File: src/rtl/de4_qsys_div_pkg.sv
// Shared constants and FSM encoding for the Nios II radix-2 restoring divide cell.
package de4_qsys_div_pkg;

    localparam int DATA_W     = 32;
    localparam int ITER_COUNT = 32;
    localparam int CNT_W      = 6;

    localparam logic [DATA_W-1:0] DIV0_QUOTIENT = 32'hFFFF_FFFF;

    typedef enum logic [1:0] {
        S_IDLE = 2'd0,
        S_ITER = 2'd1,
        S_FIX  = 2'd2,
        S_DONE = 2'd3
    } div_state_e;

endpackage

File: src/rtl/de4_qsys_nios2_qsys_div_cell.sv
// Multi-cycle signed/unsigned 32-bit divider: one restoring step per cycle on magnitudes,
// followed by a single sign-correction cycle that loads the architectural result registers.
module de4_qsys_nios2_qsys_div_cell #(
    parameter int DATA_W = de4_qsys_div_pkg::DATA_W
) (
    input  logic              clk,
    input  logic              reset_n,
    input  logic              E_div_start,
    input  logic              E_div_signed,
    input  logic [DATA_W-1:0] E_src1_div,
    input  logic [DATA_W-1:0] E_src2_div,
    input  logic              A_div_abort,
    output logic              div_busy,
    output logic              A_div_done,
    output logic [DATA_W-1:0] A_div_quotient,
    output logic [DATA_W-1:0] A_div_remainder
);

    import de4_qsys_div_pkg::*;

    function automatic logic [DATA_W-1:0] abs_if(input logic [DATA_W-1:0] v, input logic sg);
        return (sg && v[DATA_W-1]) ? -v : v;
    endfunction

    function automatic logic [DATA_W-1:0] neg_if(input logic [DATA_W-1:0] v, input logic neg);
        return neg ? -v : v;
    endfunction

    div_state_e        r_state;
    div_state_e        w_state_nxt;
    logic [CNT_W-1:0]  r_cnt;
    logic [DATA_W-1:0] r_rem;
    logic [DATA_W-1:0] r_quo;
    logic [DATA_W-1:0] r_dvsr;
    logic              r_q_neg;
    logic              r_r_neg;
    logic              r_div0;
    logic [DATA_W-1:0] r_quotient;
    logic [DATA_W-1:0] r_remainder;

    logic              w_idle_or_done;
    logic              w_accept;
    logic              w_last;
    logic [DATA_W:0]   w_rem_sh;
    logic              w_ge;
    logic [DATA_W-1:0] w_sub;

    assign w_idle_or_done = (r_state == S_IDLE) || (r_state == S_DONE);
    // A flush in the same cycle as a request drops the request.
    assign w_accept       = w_idle_or_done && E_div_start && !A_div_abort;
    assign w_last         = (r_cnt == CNT_W'(ITER_COUNT - 1));

    // The partial remainder is always below the divisor, so the 32-bit wrapped
    // difference is exact whenever the trial subtraction succeeds.
    assign w_rem_sh = {r_rem, r_quo[DATA_W-1]};
    assign w_ge     = (w_rem_sh >= {1'b0, r_dvsr});
    assign w_sub    = w_rem_sh[DATA_W-1:0] - r_dvsr;

    always_ff @(posedge clk or negedge reset_n) begin
        if (!reset_n) begin
            r_state <= S_IDLE;
        end else begin
            r_state <= w_state_nxt;
        end
    end

    // NOTE: every always_comb output gets a default first so no path can infer a latch.
    always_comb begin
        w_state_nxt = r_state;
        unique case (r_state)
            S_IDLE: if (w_accept) w_state_nxt = S_ITER;
            S_ITER: begin
                if (A_div_abort)  w_state_nxt = S_IDLE;
                else if (w_last)  w_state_nxt = S_FIX;
            end
            S_FIX:  w_state_nxt = A_div_abort ? S_IDLE : S_DONE;
            S_DONE: w_state_nxt = w_accept ? S_ITER : S_IDLE;
            default: w_state_nxt = S_IDLE;
        endcase
    end

    // NOTE: the working registers are plain flops, not a memory, so they are reset to a known zero.
    always_ff @(posedge clk or negedge reset_n) begin
        if (!reset_n) begin
            r_cnt       <= '0;
            r_rem       <= '0;
            r_quo       <= '0;
            r_dvsr      <= '0;
            r_q_neg     <= 1'b0;
            r_r_neg     <= 1'b0;
            r_div0      <= 1'b0;
            r_quotient  <= '0;
            r_remainder <= '0;
        end else if (w_accept) begin
            r_cnt   <= '0;
            r_rem   <= '0;
            r_quo   <= abs_if(E_src1_div, E_div_signed);
            r_dvsr  <= abs_if(E_src2_div, E_div_signed);
            r_q_neg <= E_div_signed && (E_src1_div[DATA_W-1] ^ E_src2_div[DATA_W-1]);
            r_r_neg <= E_div_signed && E_src1_div[DATA_W-1];
            r_div0  <= (E_src2_div == '0);
        end else if (r_state == S_ITER && !A_div_abort) begin
            r_cnt <= r_cnt + CNT_W'(1);
            r_rem <= w_ge ? w_sub : w_rem_sh[DATA_W-1:0];
            r_quo <= {r_quo[DATA_W-2:0], w_ge};
        end else if (r_state == S_FIX && !A_div_abort) begin
            // With a zero divisor the magnitude remainder is |dividend|, so the usual
            // remainder sign fix restores the original dividend; only the quotient is forced.
            r_quotient  <= r_div0 ? DIV0_QUOTIENT : neg_if(r_quo, r_q_neg);
            r_remainder <= neg_if(r_rem, r_r_neg);
        end
    end

    assign div_busy        = (r_state == S_ITER) || (r_state == S_FIX);
    assign A_div_done      = (r_state == S_DONE);
    assign A_div_quotient  = r_quotient;
    assign A_div_remainder = r_remainder;

endmodule

File: config.mk
export PLATFORM = sky130hd
export DESIGN_NAME = de4_qsys_nios2_qsys_div_cell
export DESIGN_NICKNAME = d
export VERILOG_FILES = /design/src/rtl/de4_qsys_div_pkg.sv /design/src/rtl/de4_qsys_nios2_qsys_div_cell.sv
export SDC_FILE = /design/constraint.sdc
export NUM_CORES = 1
export LEC_CHECK = 0
export ABC_AREA = 1
export CAP_MARGIN = 10
export CORE_MARGIN = 1.5
export CORE_UTILIZATION = 38
export DETAILED_ROUTE_END_ITERATION = 8
export GPL_TIMING_DRIVEN = 0
export MAX_ROUTING_LAYER = met4
export RECOVER_POWER = 25
export SLEW_MARGIN = 30
export SYNTH_ARGS = -nofsm -noshare
export SYNTH_HDL_FRONTEND = slang
export SYNTH_SLANG_ARGS = --single-unit
File: constraint.sdc
create_clock -name clk -period 5.55 [get_ports clk]
set_clock_uncertainty 0.2 [all_clocks]
set_input_delay 1.11 -clock clk [delete_from_list [all_inputs] [get_ports clk]]
set_output_delay 1.11 -clock clk [all_outputs]
set_load 0.05 [all_outputs]
==> results of run 1 <==
-- cells by family after synthesis --
group,synth area share
xor+xnor,0.04681
simple gates,0.3673
buf+inv,0.1132
flops,0.3221
fa+ha+maj,0.04107
compound gates,0.1094
-- registers in the layout, summed over array words and instances (netlist names) --
| name | count |
|---|---|
| A_div_quotient | 32 |
| A_div_remainder | 32 |
| r_quo | 32 |
| r_div0 | 1 |
| r_state | 2 |
| r_r_neg | 1 |
| r_rem | 32 |
| r_q_neg | 1 |
| r_dvsr | 32 |
| r_cnt | 6 |
-- worst max-delay path: stages (launching register included) --
cell and delay, ns:
dfrtp_1 0.40, inv_1 0.11, ha_1 0.30, clkdlybuf4s50_1 0.80
-- power breakdown --
group          switching, mW  internal [mW]  total, mW  leakage [nW]
combinational           4.21           2.10       6.31          5.54
clock                  0.568          0.642       1.21         0.275
sequential             0.501           1.78       2.28          2.16
-- through the flow --
step / cells / TNS (ns) / total power, mW
3_3_place_gp: 2620 / -677.60 / 8.483
6_report: 2654 / 0 / 9.806
4_1_cts: 2654 / 0 / 9.779
5_1_grt: 2654 / 0 / 10.61
2_1_floorplan: 2031 / 0 / 6.609
3_5_place_dp: 2622 / 0 / 8.548
-- per-layer routing --
layer	vias up	global-route usage	share of wire
li1	6836	-	-
met1	6297	0.3920	0.52
met2	385	0.3749	0.42
met3	45	0.02546	0.050
met4	0	0.06532	0.017
met5	-	-	0
-- worst paths after layout --
kind | start | end | depth (start not counted) | slack [ns]
min in group asynchronous | reset_n | A_div_remainder[0] | 1 | 1.34
min reg2reg | A_div_remainder[25] | A_div_remainder[25] | 2 | 0.28
max | r_state[1] | div_busy | 3 | 2.18
max in group asynchronous | reset_n | r_dvsr[25] | 1 | 2.21
min | A_div_remainder[25] | A_div_remainder[25] | 2 | 0.28
max reg2reg | r_state[0] | r_quo[21] | 9 | 2.47
-- placed cells by master (no fill, tap or decap), types with 17 or more instances in the layout --
master	n
inv_1	307
xor2_1	56
nor2_1	167
clkbuf_16	17
nand3_2	20
nor3_1	23
dfrtp_1	171
clkbuf_1	30
o22ai_1	19
nand3_1	215
nand4_1	27
nand2_1	616
clkdlybuf4s50_1	133
ha_1	42
o21ai_0	110
a21oi_1	39
-- area by class of cell --
type / instances / share of cell area
inverters: 318 / 0.07546
clock buffers: 19 / 0.02800
flip-flops and latches: 171 / 0.2705
multi-input cells: 1482 / 0.4742
repair buffers: 136 / 0.08787
clock inverters: 13 / 0.008384
well taps: 455 / 0.03599
plain buffers: 60 / 0.01962
==> out/metrics.cfg, run 1 <==
[status]
status=finished, violations left
violations=max-capacitance violations, max-slew violations

[clock_tree]
clkTransAtPathRegs_ns=0.07
clk-insertion-delay-late_ns=0.45
cts_tree=built
numCtsBuffers=17
h-tree-depth=4
cts_resized=0
root_buffer=clkbuf_16
cts_sinks=171
post_cts.repair.setup_buffers=0
cts_buffer_depth=2
cts-hold-fix-buffers=0

[placement]
gp_congestion=0.9507
portBuffers=134
dp_hpwl_mm=37.04
placed_area_mm2=0.01525
place_ws_ns=1.748

[logic_synthesis]
syn_area_per_cell_um2=6.541
yosysWarningCount=0
ys_seq_area_frac=0.3221
synth_top_flop_cell=dfrtp_1
synth_edf_count=0
synth_top_area_frac=0.3221
netlist_area_mm2=0.01328
yosysTopAreaCell=dfrtp_1
synthesis.instances=2031
synth_area_leaders=dfrtp_1, nand2_1, inv_1
synth-seq-cells=171
ys_types=53
synth_common_cells=nand2_1, inv_1, nand3_1
ys_async_sr_fraction=1.000
yosysMostFrequentCell=nand2_1
syn-num-nets=2143

[floorplanning]
die_area_mm2=0.03609
ios=135
start_util=0.3855
die_y_um=190.0
die_x_um=190.0
fp-row-count=68
core_mm2=0.03446

[drt]
vias=13563
firstDrtPassIters=5
avgViaCountPerCell=5.110
drc_errors=0
wl_mm=44.91
wire_per_inst_um=16.92
ant_nets=0
drt-initial-drc-count=1048

[timing]
setup_ws_ns=2.176
min_period_ns=3.374
setup_viol=0
finalHoldViolations=0
whs_ns=0.2799
slew_violations=44
fin_crit_sh=0.6079
tightest_slew_ns=2.784
max_freq_ghz=0.2964
slew-limit-headroom=-0.8560
rsz0062_at_grt=no

[global_route]
grt_pass1_wl_mm=70.79
grt_pass1_vias=12624
grt_use_total=0.2620
grt_start_max_net_pins=68
antenna_found_initial=0
gr-total-overflow=0

[layout]
layout-drive-gt1-share=0.05730
fin_area_mm2=0.01582
seq_area_mm2=0.004279
final_util=0.4591
nets=2298
final.fill_count=3617
synthToLayoutAreaGrowth_pct=19.08
multi_input_area_mm2=0.007501
n_antenna_cell=0

[power]
vdd_drop_max_v=0.0002971
total_leakage_power_nw=7.979
cellPowerDensity_mw_per_mm2=619.9

[critical_path]
critical_path_arrival_ns=2.06
cp_data_required_time_ns=4.24
critPathCaptureType=output pin
setup.worst_path.class=reg -> out
cp_max_fo=4
critPathLaunchType=flop

[min_path]
hold_path.class=reg -> reg

[run]
drv_cap=1

No activity file was read; power rests on OpenSTA's default activity.
==> inputs of run 2 (changes only) <==
==> constraint.sdc (replaced) <==
create_clock -name clk -period 2.7 [get_ports clk]
set_clock_uncertainty 0.2 [all_clocks]
set_input_delay 0.54 -clock clk [delete_from_list [all_inputs] [get_ports clk]]
set_output_delay 0.54 -clock clk [all_outputs]
set_load 0.05 [all_outputs]
==> out/metrics.cfg, run 2 (synthesis results as in run 1) <==
[status]
status=complete, no violations

[layout]
final_cell_mix=nand2_1, inv_1, nand3_1
synthToLayoutAreaGrowth_pct=20.72
layout.cells.non_filler=2657
layout-drive-gt1-share=0.07811
nets=2301
final_common_cell=nand2_1
fin_area_mm2=0.01604
final_util=0.4654
n_antenna_cell=0

[floorplanning]
core_mm2=0.03446
ios=135
die_area_mm2=0.03609
die_y_um=190.0
start_util=0.3855
fp-row-count=68
die_x_um=190.0

[power]
total_leakage_power_nw=7.998
vdd_drop_max_v=0.0006111
cellPowerDensity_mw_per_mm2=1277
total_power_mw=20.48

[drt]
firstDrtPassIters=5
wl_mm=45.01
ant_nets=0
drc_errors=0
vias=13630
drt-initial-drc-count=1110
wire_per_inst_um=16.94
avgViaCountPerCell=5.130

[timing]
slew-limit-headroom=0.1569
finalHoldViolations=0
max_freq_ghz=0.3813
setup_ws_ns=0.07749
min_period_ns=2.623
slew_violations=0
tightest_slew_ns=1.265
setup_viol=0
fin_crit_sh=0.9713

[critical_path]
r2r-end=r_rem[30]
critPathCaptureType=output pin
startpoint=r_state[0]
rr_worst_depth=12
critical_path_arrival_ns=1.88
setup.worst_path.class=reg -> out
cp-endpoint=A_div_done
rr_startpoint=r_rem[24]
reg2reg_slack_ns=0.12
cp_data_required_time_ns=1.96
cp_max_fo=4
critPathLaunchType=flop

[placement]
gp_congestion=0.9507
dp_hpwl_mm=37.04
place_ws_ns=-0.5321
dp_cells=2622
portBuffers=134
placed_area_mm2=0.01525

[clock_tree]
clkTransAtPathRegs_ns=0.07
cts_sinks=171
clk-insertion-delay-late_ns=0.45
root_buffer=clkbuf_16
numCtsBuffers=17
cts_buffer_depth=2
h-tree-depth=4
cts_tree=built

[global_route]
antenna_found_initial=0
grt_start_max_net_pins=68
grt_pass1_vias=12635
grt_use_total=0.2621
gr-total-overflow=0
grt_pass1_wl_mm=70.84

[run]
drv_cap=0

[min_path]
hold_path.class=reg -> reg

[run 2: cell count changes in the layout (fill, tap and decap cells not counted), sizes merged]
cell and delta:
clkdlybuf4s50 -1, dlygate4sd2 +1, clkbuf +2, dlygate4sd3 +1
[run 2: timing repair]
item,in CTS,in global routing
hold buffers,1,0
endpoints found under the setup margin,57,72
resized for setup,8,47
pin swaps,1,0
buffers inserted,2,0
hold endpoints to repair,43,0
[run 2: metal layers]
metal  up-vias  share of wire  track usage
met5         -              0            -
met4         0          0.017      0.06532
met3        47          0.054      0.02527
met2       437           0.42       0.3758
met1      6310           0.51       0.3918
li1       6836              -            -
[run 2: metrics by stage]
stage	hold slack, ns	TNS [ns]
after floorplan	0.04441	0
after global placement	0.2632	-1088.53
after detailed placement	0.2590	-22.15
after CTS	0.2845	0
after global routing	0.3034	-0.0009368
final	0.2800	0
[run 2: worst max-delay path: stages, from the launching register on]
cell             delay (ns)
dfrtp_1                0.41
ha_1                   0.20
clkdlybuf4s50_1        0.82
[run 2: area by class of cell]
cell class / count / area, um^2
fillers: 3594 / 18420
multi-input cells: 1482 / 7682
flip-flops and latches: 171 / 4289
repair buffers: 139 / 1399
inverters: 318 / 1194
well taps: 455 / 569.3
clock buffers: 19 / 442.9
plain buffers: 60 / 327.8
clock inverters: 13 / 132.6
[run 2: worst min-delay path by stage]
stage | start | end | slack (ns) | cells past startpoint
floorplan | reset_n | A_div_quotient[0] | 0.04 | 0
global placement | A_div_remainder[15] | A_div_remainder[15] | 0.26 | 2
detailed placement | reset_n | A_div_remainder[0] | 0.26 | 1
CTS | A_div_remainder[20] | A_div_remainder[20] | 0.28 | 2
global route | A_div_remainder[14] | A_div_remainder[14] | 0.30 | 2
finish | A_div_remainder[25] | A_div_remainder[25] | 0.28 | 2
[run 2: power breakdown]
| part | leakage, nW | switching, mW | total [mW] | internal [mW] |
|---|---|---|---|---|
| Combinational | 5.57 | 8.76 | 13.3 | 4.53 |
| Sequential | 2.15 | 1.05 | 4.72 | 3.67 |
| Clock | 0.275 | 1.16 | 2.48 | 1.32 |
